==> config.mk <==
export PLATFORM = sky130hd
export DESIGN_NAME = axis_1bit_frame_arbiter_flat
export DESIGN_NICKNAME = d
export VERILOG_FILES = /design/src/rtl/axis_1bit_frame_arbiter_pkg.sv /design/src/rtl/axis_1bit_frame_arbiter_if.sv /design/src/rtl/axis_1bit_frame_arbiter_tracker.sv /design/src/rtl/axis_1bit_frame_arbiter.sv /design/src/flat_wrapper.sv
export SDC_FILE = /design/constraint.sdc
export NUM_CORES = 1
export LEC_CHECK = 0
export CAP_MARGIN = 20
export CORE_UTILIZATION = 45
export DETAILED_ROUTE_END_ITERATION = 8
export PLACE_DENSITY_LB_ADDON = 0.25
export SYNTH_ARGS = -nofsm -noshare
export SYNTH_HDL_FRONTEND = slang
export SYNTH_SLANG_ARGS = --single-unit
export TNS_END_PERCENT = 10
==> constraint.sdc <==
create_clock -name i_clk -period 5.5 [get_ports i_clk]
set_clock_uncertainty 0.05 [all_clocks]
set_input_delay 1.1 -clock i_clk [delete_from_list [all_inputs] [get_ports i_clk]]
set_output_delay 1.1 -clock i_clk [all_outputs]
set_load 0.01 [all_outputs]
==> src/rtl/axis_1bit_frame_arbiter_pkg.sv <==
// Shared definitions for the 1-bit AXI-Stream frame arbiter.
//   arb_state_e          : arbiter FSM state encoding (IDLE, GRANT0, GRANT1)
//   DEFAULT_OVERSAMPLE   : samples per symbol, shared with the downstream decimator
//   DEFAULT_IDLE_TIMEOUT : granted-source silence (in cycles) before forced release
//   cnt_width()          : counter width helper that never returns zero
package axis_1bit_frame_arbiter_pkg;

    localparam int DEFAULT_OVERSAMPLE   = 4;
    localparam int DEFAULT_IDLE_TIMEOUT = 64;

    typedef enum logic [1:0] {
        IDLE   = 2'd0,
        GRANT0 = 2'd1,
        GRANT1 = 2'd2
    } arb_state_e;

    function automatic int cnt_width(input int max_val);
        return (max_val > 1) ? $clog2(max_val) : 1;
    endfunction

endpackage

==> src/rtl/axis_1bit_frame_arbiter_if.sv <==
// 1-bit AXI-Stream bundle used on every stream port of the arbiter.
//   tdata  : oversampled data bit
//   tvalid : beat valid
//   tready : sink ready
//   tlast  : last-symbol marker
// master drives tdata/tvalid/tlast and samples tready; slave is the mirror.
interface axis_1bit;
    logic tdata;
    logic tvalid;
    logic tready;
    logic tlast;

    modport master (output tdata, output tvalid, output tlast, input tready);
    modport slave  (input tdata, input tvalid, input tlast, output tready);
endinterface

==> src/rtl/axis_1bit_frame_arbiter_tracker.sv <==
// Frame tracker for the currently granted source.
//   i_clk, i_rst_n : clock, async active-low reset
//   i_active       : a grant is held this cycle; low clears both counters
//   i_tvalid/i_tlast : granted source's valid/last
//   i_tready       : shared sink ready
//   o_frame_end    : accepted tlast beat on the final sample of a symbol
//   o_timeout      : this is the IDLE_TIMEOUT-th consecutive silent grant cycle
module axis_1bit_frame_tracker
    import axis_1bit_frame_arbiter_pkg::*;
#(
    parameter int OVERSAMPLE   = DEFAULT_OVERSAMPLE,
    parameter int IDLE_TIMEOUT = DEFAULT_IDLE_TIMEOUT
) (
    input  logic i_clk,
    input  logic i_rst_n,
    input  logic i_active,
    input  logic i_tvalid,
    input  logic i_tready,
    input  logic i_tlast,
    output logic o_frame_end,
    output logic o_timeout
);

    localparam int SYM_W = cnt_width(OVERSAMPLE);
    localparam int IDL_W = cnt_width(IDLE_TIMEOUT + 1);
    localparam logic [SYM_W-1:0] SYM_LAST = SYM_W'(OVERSAMPLE - 1);
    localparam logic [IDL_W-1:0] IDL_MAX  = IDL_W'(IDLE_TIMEOUT);
    localparam logic [IDL_W-1:0] IDL_PRE  = IDL_W'(IDLE_TIMEOUT - 1);

    logic [SYM_W-1:0] sym_q, sym_d;
    logic [IDL_W-1:0] idle_q, idle_d;
    logic             beat_acc;

    assign beat_acc = i_active & i_tvalid & i_tready;

    // Counters are held at zero while idle, so every grant starts clean.
    always_comb begin
        sym_d  = sym_q;
        idle_d = idle_q;
        if (!i_active) begin
            sym_d  = '0;
            idle_d = '0;
        end else begin
            if (beat_acc) begin
                sym_d = (sym_q == SYM_LAST) ? '0 : sym_q + SYM_W'(1);
            end
            // A stalled sink with valid data is not silence.
            if (i_tvalid) begin
                idle_d = '0;
            end else if (idle_q != IDL_MAX) begin
                idle_d = idle_q + IDL_W'(1);
            end
        end
    end

    always_ff @(posedge i_clk or negedge i_rst_n) begin
        if (!i_rst_n) begin
            sym_q  <= '0;
            idle_q <= '0;
        end else begin
            sym_q  <= sym_d;
            idle_q <= idle_d;
        end
    end

    assign o_frame_end = beat_acc & i_tlast & (sym_q == SYM_LAST);
    // Fires on the cycle the counter is about to reach IDLE_TIMEOUT, so the
    // release happens on exactly the IDLE_TIMEOUT-th silent cycle.
    assign o_timeout   = i_active & ~i_tvalid & (idle_q == IDL_PRE);

endmodule

==> src/rtl/axis_1bit_frame_arbiter.sv <==
// Two-requester frame arbiter for 1-bit oversampled AXI-Stream.
//   i_clk, i_rst_n : clock, async active-low reset
//   s0_axis, s1_axis : requester streams (slave side)
//   m_axis         : shared stream toward the decimator/correlator
//   o_grant        : one-hot grant {s1, s0}; 2'b00 when idle
//   o_timeout_err  : one-cycle pulse on forced release after source silence
//
// state  | meaning
// IDLE   | no grant; sink sees tvalid=0, both sources stalled
// GRANT0 | s0 passed through to m_axis until frame end or timeout
// GRANT1 | s1 passed through to m_axis until frame end or timeout
module axis_1bit_frame_arbiter
    import axis_1bit_frame_arbiter_pkg::*;
#(
    parameter int OVERSAMPLE   = DEFAULT_OVERSAMPLE,
    parameter int IDLE_TIMEOUT = DEFAULT_IDLE_TIMEOUT
) (
    input  logic       i_clk,
    input  logic       i_rst_n,
    axis_1bit.slave    s0_axis,
    axis_1bit.slave    s1_axis,
    axis_1bit.master   m_axis,
    output logic [1:0] o_grant,
    output logic       o_timeout_err
);

    arb_state_e state_q, state_d;
    // Source preferred when both request: 0 -> s0, 1 -> s1.
    logic       ptr_q, ptr_d;

    logic g_tdata, g_tvalid, g_tlast;
    logic rdy0, rdy1;
    logic frame_end, timeout;

    always_comb begin
        g_tdata  = 1'b0;
        g_tvalid = 1'b0;
        g_tlast  = 1'b0;
        rdy0     = 1'b0;
        rdy1     = 1'b0;
        case (state_q)
            GRANT0: begin
                g_tdata  = s0_axis.tdata;
                g_tvalid = s0_axis.tvalid;
                g_tlast  = s0_axis.tlast;
                rdy0     = m_axis.tready;
            end
            GRANT1: begin
                g_tdata  = s1_axis.tdata;
                g_tvalid = s1_axis.tvalid;
                g_tlast  = s1_axis.tlast;
                rdy1     = m_axis.tready;
            end
            default: ;
        endcase
    end

    assign m_axis.tdata   = g_tdata;
    assign m_axis.tvalid  = g_tvalid;
    assign m_axis.tlast   = g_tlast;
    assign s0_axis.tready = rdy0;
    assign s1_axis.tready = rdy1;

    axis_1bit_frame_tracker #(
        .OVERSAMPLE   (OVERSAMPLE),
        .IDLE_TIMEOUT (IDLE_TIMEOUT)
    ) u_tracker (
        .i_clk       (i_clk),
        .i_rst_n     (i_rst_n),
        .i_active    (state_q != IDLE),
        .i_tvalid    (g_tvalid),
        .i_tready    (m_axis.tready),
        .i_tlast     (g_tlast),
        .o_frame_end (frame_end),
        .o_timeout   (timeout)
    );

    always_comb begin
        state_d = state_q;
        ptr_d   = ptr_q;
        case (state_q)
            IDLE: begin
                if (s0_axis.tvalid && s1_axis.tvalid) begin
                    state_d = ptr_q ? GRANT1 : GRANT0;
                end else if (s0_axis.tvalid) begin
                    state_d = GRANT0;
                end else if (s1_axis.tvalid) begin
                    state_d = GRANT1;
                end
            end
            GRANT0: begin
                if (frame_end || timeout) begin
                    state_d = IDLE;
                    ptr_d   = 1'b1;
                end
            end
            GRANT1: begin
                if (frame_end || timeout) begin
                    state_d = IDLE;
                    ptr_d   = 1'b0;
                end
            end
            default: state_d = IDLE;
        endcase
    end

    always_ff @(posedge i_clk or negedge i_rst_n) begin
        if (!i_rst_n) begin
            state_q <= IDLE;
            ptr_q   <= 1'b0;
        end else begin
            state_q <= state_d;
            ptr_q   <= ptr_d;
        end
    end

    assign o_grant       = {state_q == GRANT1, state_q == GRANT0};
    assign o_timeout_err = timeout;

endmodule

==> src/flat_wrapper.sv <==
// flat-port wrapper written by rule: the top's interface ports become plain ports
module axis_1bit_frame_arbiter_flat import axis_1bit_frame_arbiter_pkg::*;
#(
    parameter int OVERSAMPLE   = DEFAULT_OVERSAMPLE,
    parameter int IDLE_TIMEOUT = DEFAULT_IDLE_TIMEOUT
)
  (i_clk, i_rst_n, o_grant, o_timeout_err, s0_axis_tdata, s0_axis_tvalid, s0_axis_tlast, s0_axis_tready, s1_axis_tdata, s1_axis_tvalid, s1_axis_tlast, s1_axis_tready, m_axis_tdata, m_axis_tvalid, m_axis_tlast, m_axis_tready);
  axis_1bit s0_axis_i ();
  axis_1bit s1_axis_i ();
  axis_1bit m_axis_i ();
  input  logic i_clk;
  input  logic i_rst_n;
  output logic [1:0] o_grant;
  output logic o_timeout_err;
  input wire logic [$bits(s0_axis_i.tdata)-1:0] s0_axis_tdata;
  input wire logic [$bits(s0_axis_i.tvalid)-1:0] s0_axis_tvalid;
  input wire logic [$bits(s0_axis_i.tlast)-1:0] s0_axis_tlast;
  output wire logic [$bits(s0_axis_i.tready)-1:0] s0_axis_tready;
  input wire logic [$bits(s1_axis_i.tdata)-1:0] s1_axis_tdata;
  input wire logic [$bits(s1_axis_i.tvalid)-1:0] s1_axis_tvalid;
  input wire logic [$bits(s1_axis_i.tlast)-1:0] s1_axis_tlast;
  output wire logic [$bits(s1_axis_i.tready)-1:0] s1_axis_tready;
  output wire logic [$bits(m_axis_i.tdata)-1:0] m_axis_tdata;
  output wire logic [$bits(m_axis_i.tvalid)-1:0] m_axis_tvalid;
  output wire logic [$bits(m_axis_i.tlast)-1:0] m_axis_tlast;
  input wire logic [$bits(m_axis_i.tready)-1:0] m_axis_tready;
  assign s0_axis_i.tdata = s0_axis_tdata;
  assign s0_axis_i.tvalid = s0_axis_tvalid;
  assign s0_axis_i.tlast = s0_axis_tlast;
  assign s0_axis_tready = s0_axis_i.tready;
  assign s1_axis_i.tdata = s1_axis_tdata;
  assign s1_axis_i.tvalid = s1_axis_tvalid;
  assign s1_axis_i.tlast = s1_axis_tlast;
  assign s1_axis_tready = s1_axis_i.tready;
  assign m_axis_tdata = m_axis_i.tdata;
  assign m_axis_tvalid = m_axis_i.tvalid;
  assign m_axis_tlast = m_axis_i.tlast;
  assign m_axis_i.tready = m_axis_tready;
  axis_1bit_frame_arbiter #(.OVERSAMPLE(OVERSAMPLE), .IDLE_TIMEOUT(IDLE_TIMEOUT)) u_core (.i_clk(i_clk), .i_rst_n(i_rst_n), .s0_axis(s0_axis_i), .s1_axis(s1_axis_i), .m_axis(m_axis_i), .o_grant(o_grant), .o_timeout_err(o_timeout_err));
endmodule
==> impl_metrics.json, run 1 <==
{
  "hp-class": "register to register",
  "finalNetCount": 119,
  "maxCapViolations": 0,
  "post-cts-setup-buffers": 0,
  "yosysWarningCount": 0,
  "antenna_found_initial": 0,
  "die_w_microns": 43.5,
  "crit_slowest_cell": "clkdlybuf4s50_1",
  "crit_chain": "clkdlybuf4s50_1 -> a22oi_1 -> nor2b_4 -> or2_2 -> nor2_1 -> clkdlybuf4s50_1",
  "ant_nets": 0,
  "switchingPower_mw": 0.153,
  "synth.distinct_cells": 27,
  "synth_area_leaders": "dfrtp_1 39%, ha_1 9.7%, a21oi_1 5.8%",
  "num-fill-cells": 129,
  "grt_overflow": 0,
  "gp_congestion": 0.786,
  "syn_inst": 85,
  "die_h_microns": 43.5,
  "cts-root-buf": "clkbuf_4",
  "synthTopCellsByCount": "12 x dfrtp_1, 9 x a21oi_1, 8 x nor2_1",
  "required_ns": 4.35,
  "combPwrFrac_pct": 51.0,
  "core-area_sq_um": 1560,
  "critPathBufInv": 2,
  "grt_max_degree": 13,
  "total_power_mw": 0.393,
  "yosysTopAreaCellShare_pct": 38.7,
  "antenna_cells": 0,
  "htreeDepth": 1,
  "tightestPinTransition_ns": 0.493,
  "p_leak_nw": 0.476,
  "cp-end-kind": "output port",
  "port_buffers": 16,
  "drv_slew": 0,
  "die_area_sq_um": 1890,
  "fin_setup_tns_ns": 0,
  "synth_edf_count": 0,
  "rsz0062_at_grt": "no",
  "yosys.area.top_type": "dfrtp_1",
  "internal_power_mw": 0.239,
  "clkPwrFrac_pct": 17.7,
  "start_util_pct": 49.8,
  "crit_path_start_kind": "primary input",
  "timing.fmax_mhz": 244,
  "ys_ff_latch": 12,
  "peakVddDrop_uv": 261,
  "insertion_delay_ns": 0.27,
  "cts_buffers": 3,
  "area_delta_synth_final_pct": 26.9,
  "cts.sinks": 12,
  "drtIter0Drc": 6,
  "num_rows": 14,
  "synthesis.area_sq_um": 776,
  "power_per_cell_area_nw_per_um2": 399,
  "firstDrtPassIters": 4,
  "syn-num-nets": 100,
  "drive_above_1_share_pct": 8.74,
  "postCtsResizedCells": 0,
  "max_slew_margin_pct": 67.0,
  "min_period_over_period_pct": 74.4,
  "yosysMostFrequentCell": "dfrtp_1",
  "track_usage_pct": 19.9,
  "crit_family": "buffers and inverters",
  "worst-path-max-fanout": 8,
  "cts_buffer_depth": 2,
  "place_hpwl_mm": 1.22,
  "cpMostUsedCell": "clkdlybuf4s50_1",
  "async_reset_ff_share_pct": 100,
  "avgRoutedWirePerCell_microns": 13.1,
  "grt_pass1_wl_mm": 2.74,
  "arrival_ns": 2.94,
  "swShare_pct": 39.0,
  "cp_slowest_stage_delay_ns": 0.53,
  "min_period_ns": 4.09,
  "criticalPathCategory": "primary input to output port",
  "cts_tree": "done",
  "ys_seq_area_share_pct": 38.7,
  "setup_violations": 0,
  "remaining_drc_errors": 0,
  "grt_pass1_vias": 649,
  "io_pins": 17,
  "wl_mm": 1.56,
  "clk_pin_slew_ns": 0.07,
  "hold_viol": 0,
  "seq_power_share_pct": 31.4,
  "num_vias": 628,
  "synth-main-ff-cell": "dfrtp_1",
  "holdBufCountCts": 0,
  "syn_area_per_cell_sq_um": 9.13,
  "vias_per_cell": 5.28,
  "status": "completed"
}
-- routing by layer --
| metal | global-route usage (%) | up-vias | part of all wire [%] |
|---|---|---|---|
| li1 | - | 326 | - |
| met4 | 3.75 | 0 | 0.71 |
| met2 | 33.9 | 7 | 47 |
| met5 | 0 | - | 0 |
| met3 | 7.50 | 2 | 3.3 |
| met1 | 24.2 | 293 | 49 |
-- registers in the layout (all words and copies together), names as in the netlist --
signal                   count
u_core.ptr_q                 1
u_core.u_tracker.idle_q      7
u_core.state_q               2
u_core.u_tracker.sym_q       2
-- tightest hold or removal path: cells and delay by family, from the launching register on --
family,cells,cell delay [ns]
flip-flops,1,0.39
AND/OR/NAND/NOR,1,0.06
AO/OA/AOI/OAI,1,0.06
-- kinds of logic (layout without fill, tap and decap cells) --
kind of cell | after synthesis | in the layout | share of synthesized area, %
and+or+nand+nor | 37 | 37 | 28.2
AOI/OAI and AO/OA | 15 | 15 | 11.5
DFF | 12 | 12 | 38.7
buffers and inverters | 9 | 27 | 4.36
adders and majority gates | 6 | 6 | 9.68
xor gates and xnor gates | 5 | 5 | 5.64
muxes | 1 | 1 | 1.93
-- layout by cell type (no fill, tap or decap), types with 4 or more instances in the layout --
cell,netlist,layout
dfrtp_1,12,12
nor2_1,8,8
nand3_1,7,7
a21oi_1,9,9
xor2_1,4,4
inv_1,7,7
nand2_1,6,6
ha_1,6,6
clkdlybuf4s50_1,0,16
-- worst paths after layout --
| check | startpoint | cells past startpoint | slack, ns | endpoint |
|---|---|---|---|---|
| max in group asynchronous | i_rst_n | 1 | 3.96 | u_core.state_q[1]$_DFFE_PN0P_ |
| hold reg to reg | u_core.u_tracker.sym_q[1]$_DFFE_PN0P_ | 2 | 0.51 | u_core.u_tracker.sym_q[1]$_DFFE_PN0P_ |
| setup reg to reg | u_core.state_q[0]$_DFFE_PN0P_ | 6 | 3.48 | u_core.ptr_q$_DFFE_PN0P_ |
| hold / removal | u_core.u_tracker.sym_q[1]$_DFFE_PN0P_ | 2 | 0.51 | u_core.u_tracker.sym_q[1]$_DFFE_PN0P_ |
| setup / recovery | s0_axis_tvalid | 6 | 1.41 | o_timeout_err |
| min in group asynchronous | i_rst_n | 1 | 1.10 | u_core.u_tracker.idle_q[5]$_DFFE_PN0P_ |
-- power by group through the flow --
stage               sequential, mW  combinational, mW  clock [mW]
global placement             0.124              0.198           0
global route                 0.125              0.228      0.0741
finish                       0.123              0.200      0.0694
CTS                          0.123              0.202      0.0698
floorplan                    0.120              0.136           0
detailed placement           0.125              0.201           0
-- area by class of cell --
class | count | area, sq um | area share (%)
multi-input cells | 64 | 442 | 44.9
inverters | 7 | 26.3 | 2.67
well taps | 16 | 20.0 | 2.03
flip-flops and latches | 12 | 300 | 30.5
clock buffers | 4 | 36.3 | 3.68
repair buffers | 16 | 160 | 16.3
-- through the flow --
step | util (%) | std cells | instance area (sq um) | hold slack [ns] | worst slack (ns)
3_3_place_gp | 60.8 | 115 | 948 | 0.467 | 1.43
4_1_cts | 63.2 | 119 | 985 | 0.504 | 1.39
6_report | 63.2 | 119 | 985 | 0.506 | 1.41
5_1_grt | 63.2 | 119 | 985 | 0.517 | 1.31
3_5_place_dp | 60.8 | 115 | 948 | 0.494 | 1.40
2_1_floorplan | - | 85 | 776 | 0.456 | 2.27
Note: power is estimated with default switching activity, not from simulation.
==> run 2, diff against run 1 <==
--- a/config.mk
+++ b/config.mk
@@ -6,7 +6,7 @@
 export NUM_CORES = 1
 export LEC_CHECK = 0
 export CAP_MARGIN = 20
-export CORE_UTILIZATION = 45
+export CORE_UTILIZATION = 44
 export DETAILED_ROUTE_END_ITERATION = 8
 export PLACE_DENSITY_LB_ADDON = 0.25
 export SYNTH_ARGS = -nofsm -noshare
==> constraint.sdc (replaced) <==
create_clock -name i_clk -period 3.7 [get_ports i_clk]
set_clock_uncertainty 0.05 [all_clocks]
set_input_delay 0.74 -clock i_clk [delete_from_list [all_inputs] [get_ports i_clk]]
set_output_delay 0.74 -clock i_clk [all_outputs]
set_load 0.01 [all_outputs]
==> run 2 against run 1 <==
Worst setup slack lost 1.1 ns. Critical path type unchanged. Combinational power grew 50%. Power grew 49%. Final area is the same. Non-clock buffer count is the same. Utilization shrank 0.70 points. Largest power group unchanged. Via count grew 2.4%. Die area grew 2.2%.
==> impl_metrics.json, run 2 (synthesis gave the netlist of run 1 again) <==
{
  "status": "completed",
  "dpl_worst_slack_ns": 0.320,
  "finalNetCount": 119,
  "cts.sinks": 12,
  "cts-root-buf": "clkbuf_4",
  "port_buffers": 16,
  "clkPwrFrac_pct": 17.4,
  "combPwrFrac_pct": 51.2,
  "area_delta_synth_final_pct": 26.9,
  "io_pins": 17,
  "holdBufCountCts": 0,
  "ant_nets": 0,
  "seq_power_share_pct": 31.4,
  "min_period_ns": 3.39,
  "die_h_microns": 44.0,
  "internal_power_mw": 0.356,
  "crit_path_start_kind": "primary input",
  "peakVddDrop_uv": 449,
  "num_vias": 643,
  "worstRegToRegCells": 6,
  "place_hpwl_mm": 1.27,
  "tightestPinTransition_ns": 0.534,
  "grt_pass1_wl_mm": 2.70,
  "core-area_sq_um": 1580,
  "fin_setup_tns_ns": 0,
  "setup_violations": 0,
  "layout_common_cells": "16 x clkdlybuf4s50_1, 12 x dfrtp_1, 9 x a21oi_1",
  "ff2ff_setup_slack_ns": 1.65,
  "clk_pin_slew_ns": 0.07,
  "avgRoutedWirePerCell_microns": 13.2,
  "grt_pass1_vias": 616,
  "num_rows": 14,
  "arrival_ns": 2.60,
  "vias_per_cell": 5.40,
  "r2r-start": "u_core.state_q[0]$_DFFE_PN0P_",
  "hold_viol": 0,
  "start_util_pct": 49.2,
  "max_slew_margin_pct": 64.3,
  "switchingPower_mw": 0.230,
  "top_register": "u_core.u_tracker.idle_q",
  "cts_buffer_depth": 2,
  "drive_above_1_share_pct": 8.74,
  "maxCapViolations": 0,
  "grt_overflow": 0,
  "antenna_cells": 0,
  "required_ns": 2.91,
  "drtIter0Drc": 11,
  "min_period_over_period_pct": 91.6,
  "gp_congestion": 0.795,
  "reg_top3": "u_core.u_tracker.idle_q: 7 flops, u_core.state_q: 2 flops, u_core.u_tracker.sym_q: 2 flops",
  "timing.fmax_mhz": 295,
  "r2r_end": "u_core.ptr_q$_DFFE_PN0P_",
  "worst-path-max-fanout": 8,
  "die_area_sq_um": 1940,
  "remaining_drc_errors": 0,
  "cts_tree": "done",
  "htreeDepth": 1,
  "hp-class": "register to register",
  "largest_reg_flops": 7,
  "die_w_microns": 44.0,
  "cp-end-kind": "output port",
  "setup_ws_ns": 0.311,
  "insertion_delay_ns": 0.27,
  "worstSetupEndpoint": "o_timeout_err",
  "wl_mm": 1.57,
  "swShare_pct": 39.2,
  "criticalPathCategory": "primary input to output port",
  "grt_max_degree": 13,
  "postCtsResizedCells": 0,
  "firstDrtPassIters": 5,
  "power_per_cell_area_nw_per_um2": 595,
  "antenna_found_initial": 0,
  "cp-startpoint": "s0_axis_tvalid",
  "track_usage_pct": 19.9,
  "layout_commonest_cell": "clkdlybuf4s50_1",
  "drv_slew": 0,
  "p_leak_nw": 0.476,
  "post-cts-setup-buffers": 0,
  "cts_buffers": 3,
  "rsz0062_at_grt": "no"
}
==> run 2: layout make-up <==
| type | count | area, sq um |
|---|---|---|
| clock buffer | 4 | 36.3 |
| fill | 143 | 592 |
| inverter | 7 | 26.3 |
| multi-input combinational | 64 | 442 |
| sequential | 12 | 300 |
| tap | 16 | 20.0 |
| timing repair buffer | 16 | 160 |
==> run 2: worst min-delay path by stage <==
stage | start | endpoint | slack (ns) | cells after the start
after CTS | u_core.u_tracker.sym_q[1]$_DFFE_PN0P_ | u_core.u_tracker.sym_q[1]$_DFFE_PN0P_ | 0.48 | 2
after global placement | u_core.u_tracker.sym_q[1]$_DFFE_PN0P_ | u_core.u_tracker.sym_q[1]$_DFFE_PN0P_ | 0.47 | 2
after detailed placement | u_core.u_tracker.sym_q[1]$_DFFE_PN0P_ | u_core.u_tracker.sym_q[1]$_DFFE_PN0P_ | 0.47 | 2
final | u_core.u_tracker.sym_q[1]$_DFFE_PN0P_ | u_core.u_tracker.sym_q[1]$_DFFE_PN0P_ | 0.48 | 2
after global routing | u_core.u_tracker.sym_q[1]$_DFFE_PN0P_ | u_core.u_tracker.sym_q[1]$_DFFE_PN0P_ | 0.50 | 2
after floorplan | i_rst_n | u_core.ptr_q$_DFFE_PN0P_ | 0.39 | 0
==> run 2: per-stage QoR <==
step                      instances  hold WS (ns)  utilization, %  instance area (sq um)  power [mW]
after floorplan                  85         0.394               -                    776       0.381
after global placement          115         0.468            60.2                    948       0.480
after detailed placement        115         0.474            60.2                    948       0.488
after CTS                       119         0.484            62.5                    985       0.591
after global routing            119         0.496            62.5                    985       0.634
final                           119         0.481            62.5                    985       0.586
==> run 2: metal layers <==
| metal | track usage [%] | up-vias | wire (microns) |
|---|---|---|---|
| met5 | 0 | - | 0 |
| met4 | 9.09 | 0 | 28 |
| met3 | 7.50 | 4 | 78 |
| met2 | 28.4 | 12 | 696 |
| met1 | 26.7 | 302 | 769 |
| li1 | - | 325 | - |
==> run 2: critical path, stage by stage <==
cell             delay [ns]
clkdlybuf4s50_1        0.45
a22oi_1                0.30
nor2b_4                0.09
or2_2                  0.36
nor2_1                 0.12
clkdlybuf4s50_1        0.54
==> run 2: power groups by stage <==
stage          Combinational (mW)  Clock (mW)  Sequential, mW
2_1_floorplan               0.203           0           0.179
6_report                    0.300       0.102           0.184
3_5_place_dp                0.302           0           0.186
3_3_place_gp                0.295           0           0.185
4_1_cts                     0.303       0.106           0.183
5_1_grt                     0.333       0.114           0.187
